<file path="config.mk">
export PLATFORM = sky130hd
export DESIGN_NAME = ycr_rsp_router
export DESIGN_NICKNAME = d
export VERILOG_FILES = /design/src/rtl/ycr_rsp_router.sv
export SDC_FILE = /design/constraint.sdc
export NUM_CORES = 1
export LEC_CHECK = 0
export BUFFER_PORTS_ARGS = -buffer_cell sky130_fd_sc_hd__buf_2
export CAP_MARGIN = 20
export CORE_UTILIZATION = 40
export DETAILED_ROUTE_END_ITERATION = 10
export HOLD_SLACK_MARGIN = 0.06
export PLACE_DENSITY = 0.67
export SLEW_MARGIN = 0
export SYNTH_ARGS = -nofsm -noshare
export SYNTH_HDL_FRONTEND = slang
export SYNTH_SLANG_ARGS = --single-unit
</file>
<file path="constraint.sdc">
create_clock -name clk -period 3.14 [get_ports clk]
set_clock_uncertainty 0.15 [all_clocks]
set_input_delay 0.157 -clock clk [delete_from_list [all_inputs] [get_ports clk]]
set_output_delay 0.157 -clock clk [all_outputs]
set_load 0.01 [all_outputs]
</file>
<file path="src/rtl/ycr_rsp_router.sv">
// Response router: keeps an in-order FIFO of accepted requester IDs and steers
// each downstream response (ack, data, error) to the owning requester one cycle later.
module ycr_rsp_router #(
   parameter int DEPTH = 4,
   parameter int DW    = 32
) (
   input  logic          clk,
   input  logic          rstn,
   input  logic          cmd_vld,
   input  logic [1:0]    cmd_id,
   input  logic          rsp_ack,
   input  logic [DW-1:0] rsp_rdata,
   input  logic          rsp_err,
   input  logic          err_clr,
   output logic [3:0]    core_ack,
   output logic [DW-1:0] core_rdata,
   output logic [3:0]    core_err,
   output logic          cmd_stall,
   output logic          outst_empty,
   output logic          ovf_err,
   output logic          unexp_err
);

   localparam int AW = $clog2(DEPTH);
   localparam logic [AW:0] FULL_CNT = (AW+1)'(DEPTH);

   logic [AW-1:0] wr_ptr_q, wr_ptr_d;
   logic [AW-1:0] rd_ptr_q, rd_ptr_d;
   logic [AW:0]   cnt_q, cnt_d;
   logic [1:0]    id_mem_q [DEPTH];

   logic [3:0]    core_ack_q, core_ack_d;
   logic [3:0]    core_err_q, core_err_d;
   logic [DW-1:0] core_rdata_q, core_rdata_d;
   logic          ovf_q, ovf_d;
   logic          unexp_q, unexp_d;

   logic          full, empty, push, pop;
   logic [1:0]    head_id;

   assign full    = (cnt_q == FULL_CNT);
   assign empty   = (cnt_q == '0);
   // A pop frees a slot in the same cycle, so a push at full is still accepted.
   assign pop     = rsp_ack && !empty;
   assign push    = cmd_vld && (!full || pop);
   assign head_id = id_mem_q[rd_ptr_q];

   always_comb begin
      wr_ptr_d     = wr_ptr_q;
      rd_ptr_d     = rd_ptr_q;
      cnt_d        = cnt_q;
      core_ack_d   = '0;
      core_err_d   = '0;
      core_rdata_d = core_rdata_q;

      if (push) wr_ptr_d = wr_ptr_q + 1'b1;
      if (pop)  rd_ptr_d = rd_ptr_q + 1'b1;

      case ({push, pop})
         2'b10:   cnt_d = cnt_q + 1'b1;
         2'b01:   cnt_d = cnt_q - 1'b1;
         default: cnt_d = cnt_q;
      endcase

      if (pop) begin
         core_ack_d   = 4'b0001 << head_id;
         core_err_d   = rsp_err ? (4'b0001 << head_id) : 4'b0000;
         core_rdata_d = rsp_rdata;
      end

      // Set events take priority over a same-cycle clear.
      ovf_d   = (cmd_vld && full && !pop) || (ovf_q && !err_clr);
      unexp_d = (rsp_ack && empty) || (unexp_q && !err_clr);
   end

   always_ff @(posedge clk or negedge rstn) begin
      if (!rstn) begin
         wr_ptr_q     <= '0;
         rd_ptr_q     <= '0;
         cnt_q        <= '0;
         core_ack_q   <= '0;
         core_err_q   <= '0;
         core_rdata_q <= '0;
         ovf_q        <= 1'b0;
         unexp_q      <= 1'b0;
      end else begin
         wr_ptr_q     <= wr_ptr_d;
         rd_ptr_q     <= rd_ptr_d;
         cnt_q        <= cnt_d;
         core_ack_q   <= core_ack_d;
         core_err_q   <= core_err_d;
         core_rdata_q <= core_rdata_d;
         ovf_q        <= ovf_d;
         unexp_q      <= unexp_d;
      end
   end

   // ID storage needs no reset: entries are only read once cnt marks them valid.
   always_ff @(posedge clk) begin
      if (push) id_mem_q[wr_ptr_q] <= cmd_id;
   end

   assign core_ack    = core_ack_q;
   assign core_err    = core_err_q;
   assign core_rdata  = core_rdata_q;
   assign cmd_stall   = full;
   assign outst_empty = empty;
   assign ovf_err     = ovf_q;
   assign unexp_err   = unexp_q;

endmodule

</file>
# After elaboration in Yosys (flattened, before gate mapping)
# Memory sizes are Yosys's and may differ from the RTL's.
# Cells that the tools add are included.
[word_totals]
register_bits = 49
ram_bits = 8
in_bits = 40
n_memories = 1
[op_classes]
n_addsub = 4
n_eq_ne = 3
n_shift = 1
mux = 6
reduce_logical = 16
[mem_list]
columns = ["name", "depth", "width", "rd", "rd_ports_with_merged_regs", "wr", "line_no", "source"]
rows = [
  ["id_mem_q", 4, 2, 1, 0, 1, "30", "logic [1:0] id_mem_q [DEPTH];"],
]
[ops]
columns = ["op", "n"]
rows = [
  ["$mux W4", 3],
  ["$logic_and A1 B1 Y1", 7],
  ["$pmux W3 S2", 1],
  ["$add A2 B1 Y2 const B", 2],
  ["$logic_not A1 Y1", 4],
  ["$shl A1 B2 Y4 const A", 1],
  ["$add A3 B1 Y3 const B", 1],
  ["$eq A3 B3 Y1 const B", 1],
  ["$logic_not A3 Y1", 1],
  ["$logic_or A1 B1 Y1", 3],
  ["$sub A3 B1 Y3 const B", 1],
  ["$eq A2 B1 Y1 const B", 1],
  ["$eq A2 B2 Y1 const B", 1],
  ["$mux W1", 2],
  ["$reduce_bool A2 Y1", 1],
]

# Depth between registers and ports, before layout
[logic_depth]
ltp_word = 7
ltp_mapped = 11
ltp_nobuf = 9

# Worst setup path before layout
# No wires, ideal clock.
[synth_timing]
path_kind = "register to register"
start = "register cnt_q[0]"
end = "register cnt_q[2]"
arrival_ps = 1918
required_ps = 2865
slack_ps = 946
path_stages_with_launch = 12
cell_sequence = "dfrtp_1 -> nor3_2 -> nand2b_2 -> inv_2 -> buf_6 -> buf_6 -> ha_1 -> inv_1 -> fa_1 -> xor2_1 -> nor2_1 -> xor2_1"
[synth_via]
elab_chain_cells = 7
elab_cells_between_ends = 13
cone_classes = "add/sub: 2; eq/ne: 3; mux: 1; reduce/logical: 7"
[synth_rtl]
columns = ["item", "line_no", "source"]
rows = [
  ["from (decl)", "29", "logic [AW:0] cnt_q, cnt_d;"],
  ["from (signal assigned)", "89", "cnt_q <= cnt_d;"],
  ["$logic_not A3 Y1 (*)", "42", "assign empty = (cnt_q == '0);"],
  ["net outst_empty", "19", "output logic outst_empty,"],
  ["$logic_not A1 Y1 (*)", "44", "assign pop = rsp_ack && !empty;"],
  ["$logic_and A1 B1 Y1 (*)", "44", ""],
  ["net pop", "38", "logic full, empty, push, pop;"],
  ["$logic_or A1 B1 Y1", "45", "assign push = cmd_vld && (!full || pop);"],
  ["$logic_and A1 B1 Y1", "45", ""],
  ["$eq A2 B1 Y1 or $eq A2 B2 Y1 (tied branches)", "59", "case ({push, pop})"],
  ["$pmux W3 S2 or $reduce_bool A2 Y1 (tied branches)", "--", ""],
]
# The timed path passes the listed nets; every way through them passes the cells marked *.
# A chain may end at the register's enable or synchronous reset.

# Worst setup path after layout
[layout_timing]
start = "input rsp_ack"
end = "register cnt_q[2]"
[layout_via]
elab_chain_cells = 5
elab_cells_between_ends = 7
cone_classes = "eq/ne: 2; mux: 1; reduce/logical: 4"
[layout_rtl]
columns = ["item", "line_no", "source"]
rows = [
  ["from (decl)", "11", "input logic rsp_ack,"],
  ["$logic_and A1 B1 Y1 (*)", "44", ""],
  ["$logic_or A1 B1 Y1", "45", ""],
  ["$logic_and A1 B1 Y1", "45", ""],
  ["$eq A2 B1 Y1 or $eq A2 B2 Y1 (tied branches)", "59", ""],
  ["$pmux W3 S2 or $reduce_bool A2 Y1 (tied branches)", "--", ""],
]
# Every way passes the cells marked *; elsewhere a longest branch is shown, timed or not.

==> metrics.md <==
| Metric | Value |
|---|---|
| Outcome | `finished, final reports clean` |
| Worst-path clk slew | `60 ps` |
| Number of max-cap violations | `0` |
| Area delta synth->final | `51.6%` |
| Fmax | `416 MHz` |
| Initial Utilization | `42.7%` |
| Placed insts | `294` |
| RSZ-0062 raised after global routing | `no` |
| CP peak stage delay | `530 ps` |
| Fin cells | `350` |
| Synth top area share | `54.5%` |
| Crit start category | `primary input` |
| Total global routing overflow | `0` |
| Antenna viol nets, final | `0` |
| Synth Register Bits | `57` |
| Seq/Total Area, Yosys | `65.2%` |
| Layout cell share with drive strength beyond 1 | `49.6%` |
| Worst-path fanout max | `7` |
| Leakage | `1.65 nW` |
| Synth cell types | `25` |
| Commonest non-fill, non-tap cell in the layout | `buf_2` |
| Dominant cell type by area after synthesis | `dfrtp_1` |
| Mapped Avg Cell Area | `15.6 sq um` |
| Root buffer cell | `clkbuf_8` |
| Clock sink count | `57` |
| Critical Path AT | `2500 ps` |
| Most frequent cells in the layout | `buf_2, dfrtp_1, dlygate4sd3_1, mux2_2, clkbuf_8` |
| Pwr Density | `837 mW/mm^2` |
| Final #Nets | `321` |
| CP Capture Type | `flip-flop` |
| CTS buffer count | `9` |
| Post-Syn Nets | `190` |
| CP required | `3240 ps` |
| Die Ht | `77.0 microns` |
| First-pass GRT wire length | `7.89 mm` |
| Initial antenna violation count | `0` |
| HPWL Detailed | `2.64 mm` |
| Mapped cell area | `0.00225 sq mm` |
| Post-Synthesis Cells | `144` |
| Iter 0 DRT Violations | `50` |
| CTS tree | `yes` |
| Worst hold path class | `primary input to asynchronous set/reset pin` |
| I/O pin count | `84` |
| Slew @ Worst Pin | `522 ps` |
| Setup_tns | `0 ps` |
| CTS Buffer Depth | `2` |
| Main area contributors after synthesis | `dfrtp_1, mux2_2, edfxtp_1, ha_1, mux2_4` |
| Placer Congestion | `0.757` |
| Htree depth | `3` |
| First-pass DRT Iterations | `4` |
| Slew Limit Fails | `0` |
| Worst VDD drop | `0.335 mV` |
| CP max-delay cell | `dlygate4sd3_1` |
| Postcts setup bufs | `0` |
| Diode count | `0` |
| Max-slew headroom | `65.1%` |
| Drt wl/cell | `13.4 microns` |
| FP Rows | `26` |
| Final hold vios | `0` |
| Via count | `1612` |
| Worst path buffer plus inverter count | `4` |
| GRT Resource Usage Total | `17.6%` |
| Largest net degree at the start of global routing | `50` |
| Die width | `77.0 microns` |
| Crit-path cells | `dlygate4sd3_1, buf_2, nor4b_1, nor2b_1, inv_1, ha_1, inv_1, fa_1, xor2_1, nor2_1, xor2_1` |
| Die area | `0.00593 sq mm` |
| Skew-Pair Late Insertion Delay | `320 ps` |
| Core ar. | `0.00527 sq mm` |
| Yosys Warn Count | `0` |
| Tmin final | `2400 ps` |
| Worst setup path category | `primary input to flip-flop` |
| Final period util | `76.5%` |
| # port buffers | `83` |
| Vias in the first global route | `1646` |
| WL final | `4.71 mm` |
| Count of final setup violators | `0` |
| Crit path max-delay family | `buffers and inverters` |
| Vias per Instance | `4.61` |
| # DRC | `0` |
-- cell families (layout without fill, tap and decap cells) --
| group | after synthesis | count (layout) | share of synthesized area (%) |
|---|---|---|---|
| buffers and inverters | 14 | 150 | 3.12 |
| AOI/OAI and AO/OA | 2 | 2 | 0.445 |
| adders and majority gates | 6 | 6 | 3.67 |
| and+or+nand+nor | 23 | 23 | 5.73 |
| muxes | 36 | 36 | 19.5 |
| xor gates and xnor gates | 6 | 6 | 2.34 |
| DFF | 57 | 57 | 65.2 |
-- path summary, 6_finish.rpt --
path	startpoint	end	slack, ps	cells past startpoint
max reg2reg	cnt_q[0]	cnt_q[2]	760	9
max	rsp_ack	cnt_q[2]	740	11
min reg2reg	core_rdata[17]	core_rdata[17]	350	1
max in group asynchronous	rstn	core_rdata[12]	2140	3
min	rstn	core_rdata[0]	180	2
min in group clk	cmd_vld	wr_ptr_q[0]	200	3
-- report_power, final --
group | switching [mW] | internal (mW) | leakage [nW]
clock | 0.279 | 0.617 | 0.138
sequential | 0.132 | 0.985 | 0.665
combinational | 0.401 | 0.440 | 0.846
total | 0.812 | 2.04 | 1.65
-- flip-flops by register name, indices dropped and copies added (netlist names), 2 cells and up --
name,flops
cnt_q,3
core_ack,4
core_err,4
core_rdata,32
id_mem_q,8
rd_ptr_q,2
wr_ptr_q,2
-- stage by stage --
| stage | hold slack [ps] | instance area, sq um | util (%) | total power, mW | setup slack [ps] |
|---|---|---|---|---|---|
| after CTS | 162 | 3390 | 64.3 | 2.87 | 772 |
| after floorplan | -289 | 2250 | - | 1.64 | 946 |
| final | 185 | 3410 | 64.7 | 2.85 | 739 |
| after detailed placement | 210 | 2730 | 51.7 | 1.92 | 796 |
| after global routing | 177 | 3410 | 64.7 | 3.04 | 531 |
| after global placement | 201 | 2730 | 51.7 | 1.90 | 853 |
-- layer usage --
layer | wire length (microns) | up-vias | track usage [%] | share of wire, %
met5 | 0 | - | 0 | 0
met4 | 63 | 0 | 7.92 | 1.3
met3 | 330 | 8 | 6.90 | 7.0
met2 | 2300 | 67 | 29.0 | 49
met1 | 2010 | 783 | 20.3 | 43
li1 | - | 754 | - | -
-- synthesized netlist by cell type --
| cell type | number |
|---|---|
| xnor2_1 | 3 |
| nand2_1 | 4 |
| inv_2 | 1 |
| xor2_1 | 3 |
| buf_2 | 2 |
| inv_1 | 9 |
| mux2_2 | 30 |
| nor2_1 | 3 |
| nor2b_1 | 1 |
| and2_1 | 4 |
| and3_1 | 3 |
| nand2b_2 | 1 |
| edfxtp_1 | 8 |
| nand3_1 | 1 |
| ha_1 | 5 |
| nor4b_1 | 1 |
| nor3_2 | 1 |
| nor3_1 | 4 |
| dfrtp_1 | 49 |
| mux4_2 | 2 |
| fa_1 | 1 |
| mux2i_1 | 1 |
| mux2_4 | 3 |
| o21ai_0 | 2 |
| buf_6 | 2 |
-- cell type report --
cell class,count,area [sq um]
sequential,57,1470
clock inverter,4,95.1
tap,70,87.6
multi-input combinational,73,712
fill,413,1860
clock buffer,12,176
inverter,10,37.5
timing repair buffer,124,833
-- timing repair --
| action | in CTS | in global routing |
|---|---|---|
| resized for setup | 0 | 0 |
| endpoints found under the hold margin | 97 | 0 |
| hold buffers | 39 | 0 |
No activity file was read; power rests on OpenSTA's default activity.
